[src/rtl/pipeline_hazard_ctrl_if.sv]
// -----------------------------------------------------------------------------
// pipeline_hazard_ctrl_if
//
// Bundles every signal exchanged between the hazard sequencer and the
// five-stage MIPS pipeline it governs.
//
// Modports:
//   master : the hazard sequencer. Observes decode/execute/memory status and
//            drives the pipeline-register enables, flush strobes and status.
//   slave  : the pipeline datapath. Supplies decode/execute/memory status and
//            consumes the enables and strobes.
//
// Signals (pipeline -> sequencer):
//   id_opcode[5:0]    IF/ID instruction[31:26]
//   id_rs[4:0]        IF/ID instruction[25:21]
//   id_rt[4:0]        IF/ID instruction[20:16]
//   id_uses_rt        decode-stage instruction reads rt
//   ex_mem_read       ID/EX MemRead
//   ex_rt[4:0]        ID/EX rt (load destination)
//   mem_branch_taken  PCSrc from the memory stage
//   dmem_busy         data memory has not finished the MEM-stage access
//
// Signals (sequencer -> pipeline):
//   pc_write, if_id_write, id_ex_write, ex_mem_write, mem_wb_write
//                     pipeline-register load enables
//   if_id_flush       load a NOP into IF/ID
//   id_ex_bubble      zero WB/M/EX control fields entering ID/EX
//   ex_mem_flush      zero WB/M control fields entering EX/MEM
//   halted            pipeline stopped by a halt instruction
//   mem_timeout       sticky data-memory timeout flag
//   state[2:0]        sequencer state (RUN=0 STALL=1 WAIT=2 DRAIN=3 HALTED=4)
//   stall_count, flush_count, wait_count [15:0]   statistics
// -----------------------------------------------------------------------------
`timescale 1ns/1ps

interface pipeline_hazard_ctrl_if;
    logic [5:0]  id_opcode;
    logic [4:0]  id_rs;
    logic [4:0]  id_rt;
    logic        id_uses_rt;
    logic        ex_mem_read;
    logic [4:0]  ex_rt;
    logic        mem_branch_taken;
    logic        dmem_busy;

    logic        pc_write;
    logic        if_id_write;
    logic        id_ex_write;
    logic        ex_mem_write;
    logic        mem_wb_write;
    logic        if_id_flush;
    logic        id_ex_bubble;
    logic        ex_mem_flush;
    logic        halted;
    logic        mem_timeout;
    logic [2:0]  state;
    logic [15:0] stall_count;
    logic [15:0] flush_count;
    logic [15:0] wait_count;

    modport master (
        input  id_opcode, id_rs, id_rt, id_uses_rt,
        input  ex_mem_read, ex_rt, mem_branch_taken, dmem_busy,
        output pc_write, if_id_write, id_ex_write, ex_mem_write, mem_wb_write,
        output if_id_flush, id_ex_bubble, ex_mem_flush,
        output halted, mem_timeout, state,
        output stall_count, flush_count, wait_count
    );

    modport slave (
        output id_opcode, id_rs, id_rt, id_uses_rt,
        output ex_mem_read, ex_rt, mem_branch_taken, dmem_busy,
        input  pc_write, if_id_write, id_ex_write, ex_mem_write, mem_wb_write,
        input  if_id_flush, id_ex_bubble, ex_mem_flush,
        input  halted, mem_timeout, state,
        input  stall_count, flush_count, wait_count
    );
endinterface

[src/rtl/pipeline_hazard_ctrl.sv]
// -----------------------------------------------------------------------------
// pipeline_hazard_ctrl
//
// Central stall / flush / halt sequencer for a five-stage MIPS pipeline
// (fetch, decode, execute, memory, writeBack). Each cycle it classifies the
// pipeline condition with the fixed priority
//     data-memory busy > taken branch > halt decode > load-use
// and drives the per-stage register enables and flush/bubble strobes
// combinationally, so the pipeline registers consume them on the same edge.
//
// Ports:
//   clk    pipeline clock, state advances on posedge
//   rst_n  asynchronous active-low reset; while low every enable and strobe
//          is forced to 0 and state/counters/flags are cleared
//   hz     pipeline_hazard_ctrl_if.master (see the interface file for the
//          signal list)
//
// Parameters:
//   WAIT_MAX      busy cycles (counted from the first one) after which a
//                 stuck data memory is declared timed out (>= 2)
//   DRAIN_CYCLES  cycles allowed for older instructions to retire after a
//                 halt decodes (>= 1)
//   HALT_OPCODE   opcode of the halt instruction
//
// Optional feature, macro HAZARD_STATS_EN:
//   defined   -> stall_count / flush_count / wait_count count load-use
//                bubbles, taken-branch flushes and busy-frozen cycles
//                (16-bit, saturating)
//   undefined -> counter logic is absent and the three outputs read 0
// -----------------------------------------------------------------------------
`timescale 1ns/1ps

module pipeline_hazard_ctrl #(
    parameter int unsigned WAIT_MAX     = 16,
    parameter int unsigned DRAIN_CYCLES = 4,
    parameter logic [5:0]  HALT_OPCODE  = 6'h3F
) (
    input  logic                   clk,
    input  logic                   rst_n,
    pipeline_hazard_ctrl_if.master hz
);

    typedef enum logic [2:0] {
        ST_RUN    = 3'd0,
        ST_STALL  = 3'd1,
        ST_WAIT   = 3'd2,
        ST_DRAIN  = 3'd3,
        ST_HALTED = 3'd4
    } state_e;

    // The WAIT counter holds the number of busy cycles already frozen; the
    // cycle that would make it reach WAIT_MAX is the timeout cycle.
    localparam logic [15:0] WAIT_LAST  = 16'(WAIT_MAX - 1);
    localparam logic [15:0] DRAIN_INIT = 16'(DRAIN_CYCLES);

    function automatic logic [15:0] sat_inc(input logic [15:0] v);
        return (v == 16'hFFFF) ? v : v + 16'd1;
    endfunction

    function automatic logic [15:0] sat_dec(input logic [15:0] v);
        return (v == 16'h0000) ? v : v - 16'd1;
    endfunction

    state_e      state_q, state_d;
    logic [15:0] cnt_q, cnt_d;        // WAIT busy count or DRAIN countdown
    logic        timeout_q, timeout_d;

    logic load_use;
    logic run_like;
    logic is_halt_op;
    logic ev_busy;
    logic ev_timeout;
    logic ev_freeze;
    logic ev_taken;
    logic ev_halt;
    logic ev_stall;
    logic ev_drain;

    // -------------------------------------------------------------------------
    // Event classification (priority resolved here, shared by both FSM combs)
    // -------------------------------------------------------------------------
    assign load_use = hz.ex_mem_read && (hz.ex_rt != 5'd0) &&
                      ((hz.ex_rt == hz.id_rs) ||
                       (hz.id_uses_rt && (hz.ex_rt == hz.id_rt)));

    // WAIT with busy low is evaluated exactly like RUN; STALL differs only in
    // masking load_use so a load-use hazard produces a single bubble.
    assign run_like   = (state_q == ST_RUN) || (state_q == ST_STALL) ||
                        (state_q == ST_WAIT);
    assign is_halt_op = (hz.id_opcode == HALT_OPCODE);

    assign ev_busy    = hz.dmem_busy && (state_q != ST_HALTED);
    assign ev_timeout = hz.dmem_busy && (state_q == ST_WAIT) && (cnt_q >= WAIT_LAST);
    assign ev_freeze  = ev_busy && !ev_timeout;

    // A branch resolved taken while draining means the halt was fetched on
    // the wrong path, so DRAIN also honours it.
    assign ev_taken   = !ev_busy && hz.mem_branch_taken &&
                        (run_like || (state_q == ST_DRAIN));
    assign ev_halt    = !ev_busy && !hz.mem_branch_taken && run_like && is_halt_op;
    assign ev_stall   = !ev_busy && !hz.mem_branch_taken && !is_halt_op &&
                        run_like && (state_q != ST_STALL) && load_use;
    assign ev_drain   = !ev_busy && !hz.mem_branch_taken && (state_q == ST_DRAIN);

    // -------------------------------------------------------------------------
    // State register
    // -------------------------------------------------------------------------
    always_ff @(posedge clk or negedge rst_n) begin
        if (!rst_n) begin
            state_q   <= ST_RUN;
            cnt_q     <= 16'd0;
            timeout_q <= 1'b0;
        end else begin
            state_q   <= state_d;
            cnt_q     <= cnt_d;
            timeout_q <= timeout_d;
        end
    end

    // -------------------------------------------------------------------------
    // Next-state logic
    // -------------------------------------------------------------------------
    always_comb begin
        state_d   = ST_RUN;
        cnt_d     = 16'd0;
        timeout_d = timeout_q || ev_timeout;

        if (state_q == ST_HALTED) begin
            state_d = ST_HALTED;
            cnt_d   = cnt_q;
        end else if (ev_freeze) begin
            if (state_q == ST_DRAIN) begin
                // Drain countdown only advances on cycles that actually retire.
                state_d = ST_DRAIN;
                cnt_d   = cnt_q;
            end else begin
                state_d = ST_WAIT;
                cnt_d   = (state_q == ST_WAIT) ? sat_inc(cnt_q) : 16'd1;
            end
        end else if (ev_timeout) begin
            state_d = ST_RUN;
        end else if (ev_taken) begin
            state_d = ST_RUN;
        end else if (ev_halt) begin
            state_d = ST_DRAIN;
            cnt_d   = DRAIN_INIT;
        end else if (ev_stall) begin
            state_d = ST_STALL;
        end else if (ev_drain) begin
            cnt_d   = sat_dec(cnt_q);
            state_d = (cnt_q <= 16'd1) ? ST_HALTED : ST_DRAIN;
        end else begin
            state_d = ST_RUN;
        end
    end

    // -------------------------------------------------------------------------
    // Output logic
    // -------------------------------------------------------------------------
    always_comb begin
        hz.pc_write     = 1'b1;
        hz.if_id_write  = 1'b1;
        hz.id_ex_write  = 1'b1;
        hz.ex_mem_write = 1'b1;
        hz.mem_wb_write = 1'b1;
        hz.if_id_flush  = 1'b0;
        hz.id_ex_bubble = 1'b0;
        hz.ex_mem_flush = 1'b0;
        hz.halted       = 1'b0;

        if (!rst_n || (state_q == ST_HALTED) || ev_freeze) begin
            // Reset, halt and busy memory all hold every pipeline register.
            hz.pc_write     = 1'b0;
            hz.if_id_write  = 1'b0;
            hz.id_ex_write  = 1'b0;
            hz.ex_mem_write = 1'b0;
            hz.mem_wb_write = 1'b0;
            hz.halted       = rst_n && (state_q == ST_HALTED);
        end else if (ev_timeout) begin
            // Give up on the memory and let the pipeline advance.
        end else if (ev_taken) begin
            // Squash the three younger instructions in IF/ID, ID/EX, EX/MEM.
            hz.if_id_flush  = 1'b1;
            hz.id_ex_bubble = 1'b1;
            hz.ex_mem_flush = 1'b1;
        end else if (ev_halt || (state_q == ST_DRAIN)) begin
            // Stop fetching and keep IF/ID empty while older work retires.
            hz.pc_write     = 1'b0;
            hz.if_id_flush  = 1'b1;
        end else if (ev_stall) begin
            hz.pc_write     = 1'b0;
            hz.if_id_write  = 1'b0;
            hz.id_ex_bubble = 1'b1;
        end
    end

    assign hz.state       = state_q;
    assign hz.mem_timeout = timeout_q;

    // -------------------------------------------------------------------------
    // Statistics
    // -------------------------------------------------------------------------
`ifdef HAZARD_STATS_EN
    logic [15:0] stall_cnt_q;
    logic [15:0] flush_cnt_q;
    logic [15:0] wait_cnt_q;

    always_ff @(posedge clk or negedge rst_n) begin
        if (!rst_n) begin
            stall_cnt_q <= 16'd0;
            flush_cnt_q <= 16'd0;
            wait_cnt_q  <= 16'd0;
        end else begin
            if (ev_stall)  stall_cnt_q <= sat_inc(stall_cnt_q);
            if (ev_taken)  flush_cnt_q <= sat_inc(flush_cnt_q);
            if (ev_freeze) wait_cnt_q  <= sat_inc(wait_cnt_q);
        end
    end

    assign hz.stall_count = stall_cnt_q;
    assign hz.flush_count = flush_cnt_q;
    assign hz.wait_count  = wait_cnt_q;
`else
    assign hz.stall_count = 16'h0000;
    assign hz.flush_count = 16'h0000;
    assign hz.wait_count  = 16'h0000;
`endif

endmodule

[src/flat_wrapper.sv]
// flat-port wrapper written by rule: the top's interface ports become plain ports
module pipeline_hazard_ctrl_flat 
#(
    parameter int unsigned WAIT_MAX     = 16,
    parameter int unsigned DRAIN_CYCLES = 4,
    parameter logic [5:0]  HALT_OPCODE  = 6'h3F
)
  (clk, rst_n, hz_id_opcode, hz_id_rs, hz_id_rt, hz_id_uses_rt, hz_ex_mem_read, hz_ex_rt, hz_mem_branch_taken, hz_dmem_busy, hz_pc_write, hz_if_id_write, hz_id_ex_write, hz_ex_mem_write, hz_mem_wb_write, hz_if_id_flush, hz_id_ex_bubble, hz_ex_mem_flush, hz_halted, hz_mem_timeout, hz_state, hz_stall_count, hz_flush_count, hz_wait_count);
  pipeline_hazard_ctrl_if hz_i ();
  input  logic clk;
  input  logic rst_n;
  input wire logic [$bits(hz_i.id_opcode)-1:0] hz_id_opcode;
  input wire logic [$bits(hz_i.id_rs)-1:0] hz_id_rs;
  input wire logic [$bits(hz_i.id_rt)-1:0] hz_id_rt;
  input wire logic [$bits(hz_i.id_uses_rt)-1:0] hz_id_uses_rt;
  input wire logic [$bits(hz_i.ex_mem_read)-1:0] hz_ex_mem_read;
  input wire logic [$bits(hz_i.ex_rt)-1:0] hz_ex_rt;
  input wire logic [$bits(hz_i.mem_branch_taken)-1:0] hz_mem_branch_taken;
  input wire logic [$bits(hz_i.dmem_busy)-1:0] hz_dmem_busy;
  output wire logic [$bits(hz_i.pc_write)-1:0] hz_pc_write;
  output wire logic [$bits(hz_i.if_id_write)-1:0] hz_if_id_write;
  output wire logic [$bits(hz_i.id_ex_write)-1:0] hz_id_ex_write;
  output wire logic [$bits(hz_i.ex_mem_write)-1:0] hz_ex_mem_write;
  output wire logic [$bits(hz_i.mem_wb_write)-1:0] hz_mem_wb_write;
  output wire logic [$bits(hz_i.if_id_flush)-1:0] hz_if_id_flush;
  output wire logic [$bits(hz_i.id_ex_bubble)-1:0] hz_id_ex_bubble;
  output wire logic [$bits(hz_i.ex_mem_flush)-1:0] hz_ex_mem_flush;
  output wire logic [$bits(hz_i.halted)-1:0] hz_halted;
  output wire logic [$bits(hz_i.mem_timeout)-1:0] hz_mem_timeout;
  output wire logic [$bits(hz_i.state)-1:0] hz_state;
  output wire logic [$bits(hz_i.stall_count)-1:0] hz_stall_count;
  output wire logic [$bits(hz_i.flush_count)-1:0] hz_flush_count;
  output wire logic [$bits(hz_i.wait_count)-1:0] hz_wait_count;
  assign hz_i.id_opcode = hz_id_opcode;
  assign hz_i.id_rs = hz_id_rs;
  assign hz_i.id_rt = hz_id_rt;
  assign hz_i.id_uses_rt = hz_id_uses_rt;
  assign hz_i.ex_mem_read = hz_ex_mem_read;
  assign hz_i.ex_rt = hz_ex_rt;
  assign hz_i.mem_branch_taken = hz_mem_branch_taken;
  assign hz_i.dmem_busy = hz_dmem_busy;
  assign hz_pc_write = hz_i.pc_write;
  assign hz_if_id_write = hz_i.if_id_write;
  assign hz_id_ex_write = hz_i.id_ex_write;
  assign hz_ex_mem_write = hz_i.ex_mem_write;
  assign hz_mem_wb_write = hz_i.mem_wb_write;
  assign hz_if_id_flush = hz_i.if_id_flush;
  assign hz_id_ex_bubble = hz_i.id_ex_bubble;
  assign hz_ex_mem_flush = hz_i.ex_mem_flush;
  assign hz_halted = hz_i.halted;
  assign hz_mem_timeout = hz_i.mem_timeout;
  assign hz_state = hz_i.state;
  assign hz_stall_count = hz_i.stall_count;
  assign hz_flush_count = hz_i.flush_count;
  assign hz_wait_count = hz_i.wait_count;
  pipeline_hazard_ctrl #(.WAIT_MAX(WAIT_MAX), .DRAIN_CYCLES(DRAIN_CYCLES), .HALT_OPCODE(HALT_OPCODE)) u_core (.clk(clk), .rst_n(rst_n), .hz(hz_i));
endmodule
[config.mk]
export PLATFORM = sky130hd
export DESIGN_NAME = pipeline_hazard_ctrl_flat
export DESIGN_NICKNAME = d
export VERILOG_FILES = /design/src/rtl/pipeline_hazard_ctrl_if.sv /design/src/rtl/pipeline_hazard_ctrl.sv /design/src/flat_wrapper.sv
export SDC_FILE = /design/constraint.sdc
export NUM_CORES = 1
export LEC_CHECK = 0
export CAP_MARGIN = 20
export CORE_MARGIN = 3
export CORE_UTILIZATION = 45
export DETAILED_ROUTE_END_ITERATION = 8
export GPL_ROUTABILITY_DRIVEN = 0
export HOLD_SLACK_MARGIN = 0.02
export PLACE_DENSITY = 0.92
export SYNTH_ARGS = -nofsm -noshare
export SYNTH_HDL_FRONTEND = slang
export SYNTH_SLANG_ARGS = --single-unit
[constraint.sdc]
create_clock -name clk -period 5 [get_ports clk]
set_input_delay 1.25 -clock clk [delete_from_list [all_inputs] [get_ports clk]]
set_output_delay 1.25 -clock clk [all_outputs]
set_load 0.01 [all_outputs]
==> report_table.html <==
<table>
<tr><th>Metric</th><th>Value</th></tr>
<tr><th colspan="2">Floorplan</th></tr>
<tr><td>Top-level I/O count</td><td>88</td></tr>
<tr><td># rows</td><td>22</td></tr>
<tr><td>Initial core utilization</td><td>0.485</td></tr>
<tr><td>Die Wd</td><td>70.0 microns</td></tr>
<tr><td>Core Footprint</td><td>3800 sq um</td></tr>
<tr><td>Die Y-Extent</td><td>70.0 microns</td></tr>
<tr><td>Floorplan die area</td><td>4900 sq um</td></tr>
<tr><th colspan="2">Place</th></tr>
<tr><td>Count of placed standard cells including taps</td><td>303</td></tr>
<tr><td>Worst-case setup slack after placement</td><td>0.317 ns</td></tr>
<tr><td>HPWL reported at the end of detailed placement</td><td>3700 microns</td></tr>
<tr><td>PortBufs</td><td>39</td></tr>
<tr><td>Instance area at placement</td><td>2100 sq um</td></tr>
<tr><th colspan="2">Drt</th></tr>
<tr><td>Iter 0 DRT Violations</td><td>197</td></tr>
<tr><td>Number of remaining DRC errors</td><td>0</td></tr>
<tr><td>Iteration count of the initial detailed-routing pass</td><td>5</td></tr>
<tr><td>Total wire length after detailed routing</td><td>4590 microns</td></tr>
<tr><td>Count of vias placed by the detailed router</td><td>1639</td></tr>
<tr><td>Via-to-Cell Ratio</td><td>5.34</td></tr>
<tr><td>Remaining number of nets flagged by the antenna check after routing</td><td>0</td></tr>
<tr><td>Wirelength per Cell</td><td>15.0 microns</td></tr>
<tr><th colspan="2">Clock tree</th></tr>
<tr><td>Total number of clock tree sinks</td><td>20</td></tr>
<tr><td>Post-CTS Setup Inserts</td><td>0</td></tr>
<tr><td>Clock Tree Root</td><td>clkbuf_8</td></tr>
<tr><td>Maximum clock insertion buffer count</td><td>2</td></tr>
<tr><td>Number of H-tree branching levels</td><td>1</td></tr>
<tr><td>Clock-pin slew on the worst setup and hold paths</td><td>0.09 ns</td></tr>
<tr><td>Post-cts resize count</td><td>0</td></tr>
<tr><td>Clock latency on the worst-skew pair</td><td>0.27 ns</td></tr>
<tr><td>Number of hold buffers added after CTS</td><td>0</td></tr>
<tr><td>Number of buffers created by CTS</td><td>3</td></tr>
<tr><td>TritonCTS clock tree</td><td>yes</td></tr>
<tr><th colspan="2">Setup path</th></tr>
<tr><td>Critical path class</td><td>in -&gt; out</td></tr>
<tr><td>Worst endpoint data arrival time</td><td>3.45 ns</td></tr>
<tr><td>Critical-path top delay cell</td><td>clkdlybuf4s50_1</td></tr>
<tr><td>Worst-path cell chain</td><td>clkdlybuf4s50_1 -&gt; or4_1 -&gt; o211a_1 -&gt; a21bo_2 -&gt; a31oi_1 -&gt; clkdlybuf4s50_1</td></tr>
<tr><td>Delay-heaviest family, CP</td><td>buffers and inverters</td></tr>
<tr><td>CP startpoint kind</td><td>input port</td></tr>
<tr><td>Required time worst endpoint</td><td>3.75 ns</td></tr>
<tr><td>Register-to-register setup slack</td><td>2.21 ns</td></tr>
<tr><td>Most Frequent Cell on Critical Path</td><td>clkdlybuf4s50_1</td></tr>
<tr><td>Biggest fanout along the worst timing path</td><td>3</td></tr>
<tr><td>CP peak stage delay</td><td>0.58 ns</td></tr>
<tr><td>Buffers plus inverters on the worst setup path</td><td>2</td></tr>
<tr><td>Worst setup EP type</td><td>primary output</td></tr>
<tr><th colspan="2">Synth</th></tr>
<tr><td>Mapped Area</td><td>1840 sq um</td></tr>
<tr><td>Xor and xnor area share after synthesis</td><td>0.0523</td></tr>
<tr><td>Prevailing post-synth register cell</td><td>dfrtp_1</td></tr>
<tr><td>Fraction of synthesized cell area taken by the top area cell type</td><td>0.272</td></tr>
<tr><td>Area leader, netlist</td><td>dfrtp_1</td></tr>
<tr><td>Mean post-synth cell area</td><td>8.38 sq um</td></tr>
<tr><td>FFs w/ async S/R, synth</td><td>1.00</td></tr>
<tr><td>Combinational family with the most area after synthesis</td><td>buffers and inverters</td></tr>
<tr><td>Count of flip-flops with a built-in enable after synthesis</td><td>0</td></tr>
<tr><td>Cells taking the most area after synthesis</td><td>dfrtp_1, buf_4, o21ai_0</td></tr>
<tr><td>Compound-gate portion of the synthesized area</td><td>0.221</td></tr>
<tr><td>Adder-cell share of the synthesized area</td><td>0.0272</td></tr>
<tr><td>Sequential cell area fraction in the yosys report</td><td>0.272</td></tr>
<tr><td>Distinct cell type count of the synthesized netlist</td><td>48</td></tr>
<tr><td>Cell count after synthesis</td><td>220</td></tr>
<tr><td>Mux cell area share after synthesis</td><td>0.0115</td></tr>
<tr><td>Simple-gate area share of the yosys netlist</td><td>0.182</td></tr>
<tr><td>Warning count from the yosys run</td><td>0</td></tr>
<tr><td>Flops &amp; latches, synth</td><td>20</td></tr>
<tr><th colspan="2">Cells and area</th></tr>
<tr><td>Count of inserted antenna diode cells</td><td>0</td></tr>
<tr><td>Share of post-route cells with drive strength above 1</td><td>0.0579</td></tr>
<tr><td>Area Overhead vs Synth</td><td>17.7%</td></tr>
<tr><td>Commonest cells after routing, fill and taps aside</td><td>conb_1, clkdlybuf4s50_1, o21ai_0, dfrtp_1, nand2_1</td></tr>
<tr><td>Most common cell after layout, fill and taps aside</td><td>conb_1</td></tr>
<tr><td>Post-layout nets</td><td>291</td></tr>
<tr><td>Filler instances</td><td>335</td></tr>
<tr><td>Flip-flop and latch area</td><td>500 sq um</td></tr>
<tr><td>Cell area after layout</td><td>2170 sq um</td></tr>
<tr><td>Non-filler instance count after layout</td><td>307</td></tr>
<tr><td>Total area of multi-input combinational cells</td><td>1090 sq um</td></tr>
<tr><th colspan="2">Timing</th></tr>
<tr><td>Time the worst path needs with I/O delays and setup</td><td>4.70 ns</td></tr>
<tr><td>Worst Max-Slew Pin Slew</td><td>0.766 ns</td></tr>
<tr><td>Fin Hold WS</td><td>0.490 ns</td></tr>
<tr><td>Fmax achieved</td><td>213 MHz</td></tr>
<tr><td>Final-report hold violation count</td><td>0</td></tr>
<tr><td>RSZ-0062 raised after global routing</td><td>no</td></tr>
<tr><td>Final worst slack</td><td>0.305 ns</td></tr>
<tr><td>Worst-case clock skew</td><td>0.0130 ns</td></tr>
<tr><td>Max-slew violation count</td><td>0</td></tr>
<tr><td>Post-route clock period utilization</td><td>0.939</td></tr>
<tr><td>Worst slew slack as a fraction of its limit</td><td>0.488</td></tr>
<tr><td>Total Negative Setup Slacks</td><td>0 ns</td></tr>
<tr><td>Final setup vio count</td><td>0</td></tr>
<tr><th colspan="2">Min path</th></tr>
<tr><td>Class of the most critical hold timing path</td><td>reg -&gt; reg</td></tr>
<tr><th colspan="2">Status</th></tr>
<tr><td>Outcome</td><td>finished, final reports clean</td></tr>
<tr><th colspan="2">Global route</th></tr>
<tr><td>All-Layer GR Usage</td><td>0.182</td></tr>
<tr><td>Via count of the first global-routing pass</td><td>1470</td></tr>
<tr><td>Leftover overflow at the end of global routing</td><td>0</td></tr>
<tr><td>Wire length of the first global-routing pass</td><td>7400 microns</td></tr>
<tr><td>Maximum number of pins on one net before global-route repair</td><td>20</td></tr>
<tr><td>Antenna violations before repair</td><td>0</td></tr>
<tr><th colspan="2">Pwr</th></tr>
<tr><td>Power Density</td><td>235 nW/um^2</td></tr>
<tr><td>Leakage power</td><td>0.000973 uW</td></tr>
<tr><td>Worst VDD drop</td><td>0.000157 V</td></tr>
<tr><th colspan="2">Run</th></tr>
<tr><td>Max-cap check violation count</td><td>0</td></tr>
</table>
## cell type report
class,instances,share of cell area
Multi-Input combinational cell,185,0.503
Clock inverter,1,0.0138
Tap cell,48,0.0277
Timing Repair Buffer,43,0.194
Clock buffer,3,0.0190
Sequential cell,20,0.231
Inverter,7,0.0121
## metal layers
layer / global-route usage / wire length, microns
met1: 0.235 / 1810
met2: 0.314 / 2390
met3: 0.0331 / 331
met4: 0.0426 / 58
met5: 0 / 0
## state kept, by name (all words and copies together), names as in the netlist
name                   count
u_core.cnt_q              16
u_core.hz.mem_timeout      1
u_core.hz.state            3
## stage by stage
| stage | utilization | power, uW |
|---|---|---|
| 5_1_grt | 0.571 | 539 |
| 3_3_place_gp | 0.550 | 335 |
| 4_1_cts | 0.571 | 508 |
| 2_1_floorplan | - | 309 |
| 6_report | 0.571 | 511 |
| 3_5_place_dp | 0.552 | 341 |
## Yosys cell counts (3+ instances only)
cell / count
inv_1: 7
clkbuf_1: 4
and2_1: 3
a21oi_1: 7
nand2_1: 13
dfrtp_1: 20
nand3_1: 9
buf_4: 50
o31ai_1: 4
o21a_1: 4
nor3_1: 4
nor4_1: 3
o41ai_1: 5
xnor2_1: 11
ha_1: 4
o21ai_0: 20
or3_1: 5
nor2_1: 10
## report_power, final
group          switching (uW)  internal, uW  total, uW
Sequential               11.8           169        181
Combinational            96.3          66.1        162
Clock                    60.7           107        168
Total                     169           342        511
## logic make-up (layout without fill, tap and decap cells)
logic type      Yosys count  in the layout
compound gates           58             58
xor+xnor                 11             11
fa+ha+maj                 4              4
buf+inv                  62             54
flops                    20             20
mux                       2              2
other cells               1             48
simple gates             62             62
## final timing paths
path                       cells after the start                    end                   from
setup / recovery                               6            hz_pc_write            hz_ex_rt[0]
hold reg to reg                                1  u_core.hz.mem_timeout  u_core.hz.mem_timeout
hold / removal                                 1  u_core.hz.mem_timeout  u_core.hz.mem_timeout
min in group asynchronous                      2        u_core.cnt_q[0]                  rst_n
setup reg to reg                               5        u_core.cnt_q[3]        u_core.cnt_q[6]
max in group asynchronous                      2        u_core.cnt_q[8]                  rst_n
Power figures use the tool's default switching activity.
==> edit (same settings) <==
Build with the macro `HAZARD_STATS_EN` defined.
--- a/src/rtl/pipeline_hazard_ctrl.sv
+++ b/src/rtl/pipeline_hazard_ctrl.sv
@@ -30,4 +30,6 @@
 // -----------------------------------------------------------------------------
 `timescale 1ns/1ps
+
+`define HAZARD_STATS_EN
 
 module pipeline_hazard_ctrl #(
Behaviour: not the same (a bounded check fails within 4 cycles, from zero or initial values and one cycle with rst_n low).
==> edit against the unedited design <==
  * Sequential cell count increased by 48
  * Worst setup slack got worse by 94 ps
  * First-iteration DRC count increased by 72%
  * Utilization increased by 5.6 points
  * Sequential power increased to 3.9 times the old value
  * Global-route usage increased by 1.5 points
  * Routed wire length increased by 110%
  * Non-clock buffer count increased by 54
  * Power increased to 3.0 times the old value
  * Area after synthesis increased by 100%
  * Design area increased by 130%
  * Hold slack improved by 1.4 ps
  * Sequential share of layout area increased by 11 points
  * Largest cell class unchanged
  * Largest power group unchanged
==> edit: results (changes against the unedited design) <==
- Inverters: 10 (+3)
- Nonclk buf count: 97 (+130%)
- Status: finished clean
- # Taps: 102 (+110%)
- CP peak stage delay: 540 ps (-40 ps)
- First-pass GRT wire length: 15.7 mm (+110%)
- Clk root buf: clkbuf_8
- Clk_lat worst skew: 340 ps (+70 ps)
- DR WL met2: 4.85 mm (+100%)
- Overall Power: 1.51 mW (+200%)
- Peak VDD IR: 0.302 mV (+93%)
- Met2 Track Usage GR: 34.2% (+2.8 points)
- Library cells used by synthesis: 49 (+2.1%)
- Met1 usage: 24.2% (+0.69 points)
- Vias in the first global route: 3365 (+130%)
- CP top delay family: buffers and inverters
- Clock group: 0.428 mW (+150%)
- H-tree levels: 3 (+2)
- DR WL met3: 417 microns (+26%)
- Seq group: 0.700 mW (+290%)
- Met3 usage: 4.88% (+1.6 points)
- Iter 0 DRT Violations: 339 (+72%)
- Clock tree cell share of total cell area: 3.65% (+0.36 points)
- Clock slew at the register clock pins of the worst setup and hold paths: 70 ps (-20 ps)
- Layout area overhead: 31.5%
- Fillers: 627 (+87%)
- Placed cell count: 583 (+92%)
- Wire per inst: 15.7 microns (+5.2%)
- Area occupied by multi-input gates: 1980 sq um (+81%)
- DP Wirelength: 7.10 mm (+92%)
- Via-to-Cell Ratio: 5.65 (+5.8%)
- Worst Skew: 7.66 ps (-5.31 ps)
- All-Layer GR Usage: 19.8% (+1.5 points)
- Pleak: 2.20 nW (+130%)
- Dpl cell area: 4780 sq um (+130%)
- Slew margin rel.: 56.6% (+7.8 points)
- Top cells by count, synth: dfrtp_1 (68), nand2_1 (42), nor2_1 (37)
- Largest net degree at the start of global routing: 31 (+55%)
- Critical Path AT: 3540 ps (+90 ps)
- Crit Path Max Fanout: 5 (+2)
- Clock buffer cells: 10 (+7)
- M1 WL: 3.89 mm (+110%)
- Multi-input gates: 306 (+65%)
- Seq/Total Area, Yosys: 45.0% (+18 points)
- Top sig layer: met4
- Num CTS Buffers: 9 (+6)
- Seq/total area: 34.2% (+11 points)
- Share of layout cells above drive strength 1: 9.48% (+3.7 points)
- Type of the most critical hold path: register to register
- Layout Nets: 525 (+80%)
- Routed Wire Length: 9.41 mm (+110%)
- Synth area leaders: dfrtp_1 (45%), xnor2_1 (6.7%), xor2_1 (5.1%), nand2_1 (4.2%), nor2_1 (3.7%)
- Sequential cells: 68 (+240%)
- Antenna diodes: 0 (unchanged)
- Final non-clock buffer share: 19.0% (-0.39 points)
- Port Buf Inserts: 87 (+120%)
- Sw Share: 31.1% (-2.0 points)
- Avg Inst Size Synth: 9.59 sq um (+14%)
- Net Count, Synth: 427
- Pre-CTS WS: 42.3 ps (-275 ps)
[edit: logic make-up after synthesis]
group	Yosys count	share of synthesized area, %
AND/OR/NAND/NOR	186	26.7
multiplexers	6	1.76
adder cells (fa/ha/maj)	6	1.99
flip-flops	68	45.0
XOR/XNOR	51	11.8
buffers and inverters	20	2.78
AO/OA/AOI/OAI	57	9.94
[edit: worst paths after layout]
check / start / endpoint / slack [ps] / depth (start not counted)
min in group asynchronous: rst_n / u_core.hz.flush_count[0] / 960 / 2
worst max register to register: u_core.hz.state[2] / u_core.cnt_q[3] / 2400 / 5
worst max-delay path: hz_ex_rt[4] / hz_id_ex_bubble / 210 / 8
worst min-delay path: u_core.hz.wait_count[10] / u_core.hz.wait_count[10] / 490 / 1
max in group asynchronous: rst_n / u_core.hz.wait_count[12] / 3690 / 2
worst min register to register: u_core.hz.wait_count[10] / u_core.hz.wait_count[10] / 490 / 1
[edit: repair_timing]
action / CTS / global route
setup buffers: 0 / 0
setup endpoints to repair: 0 / 1
gates resized for setup: 0 / 2
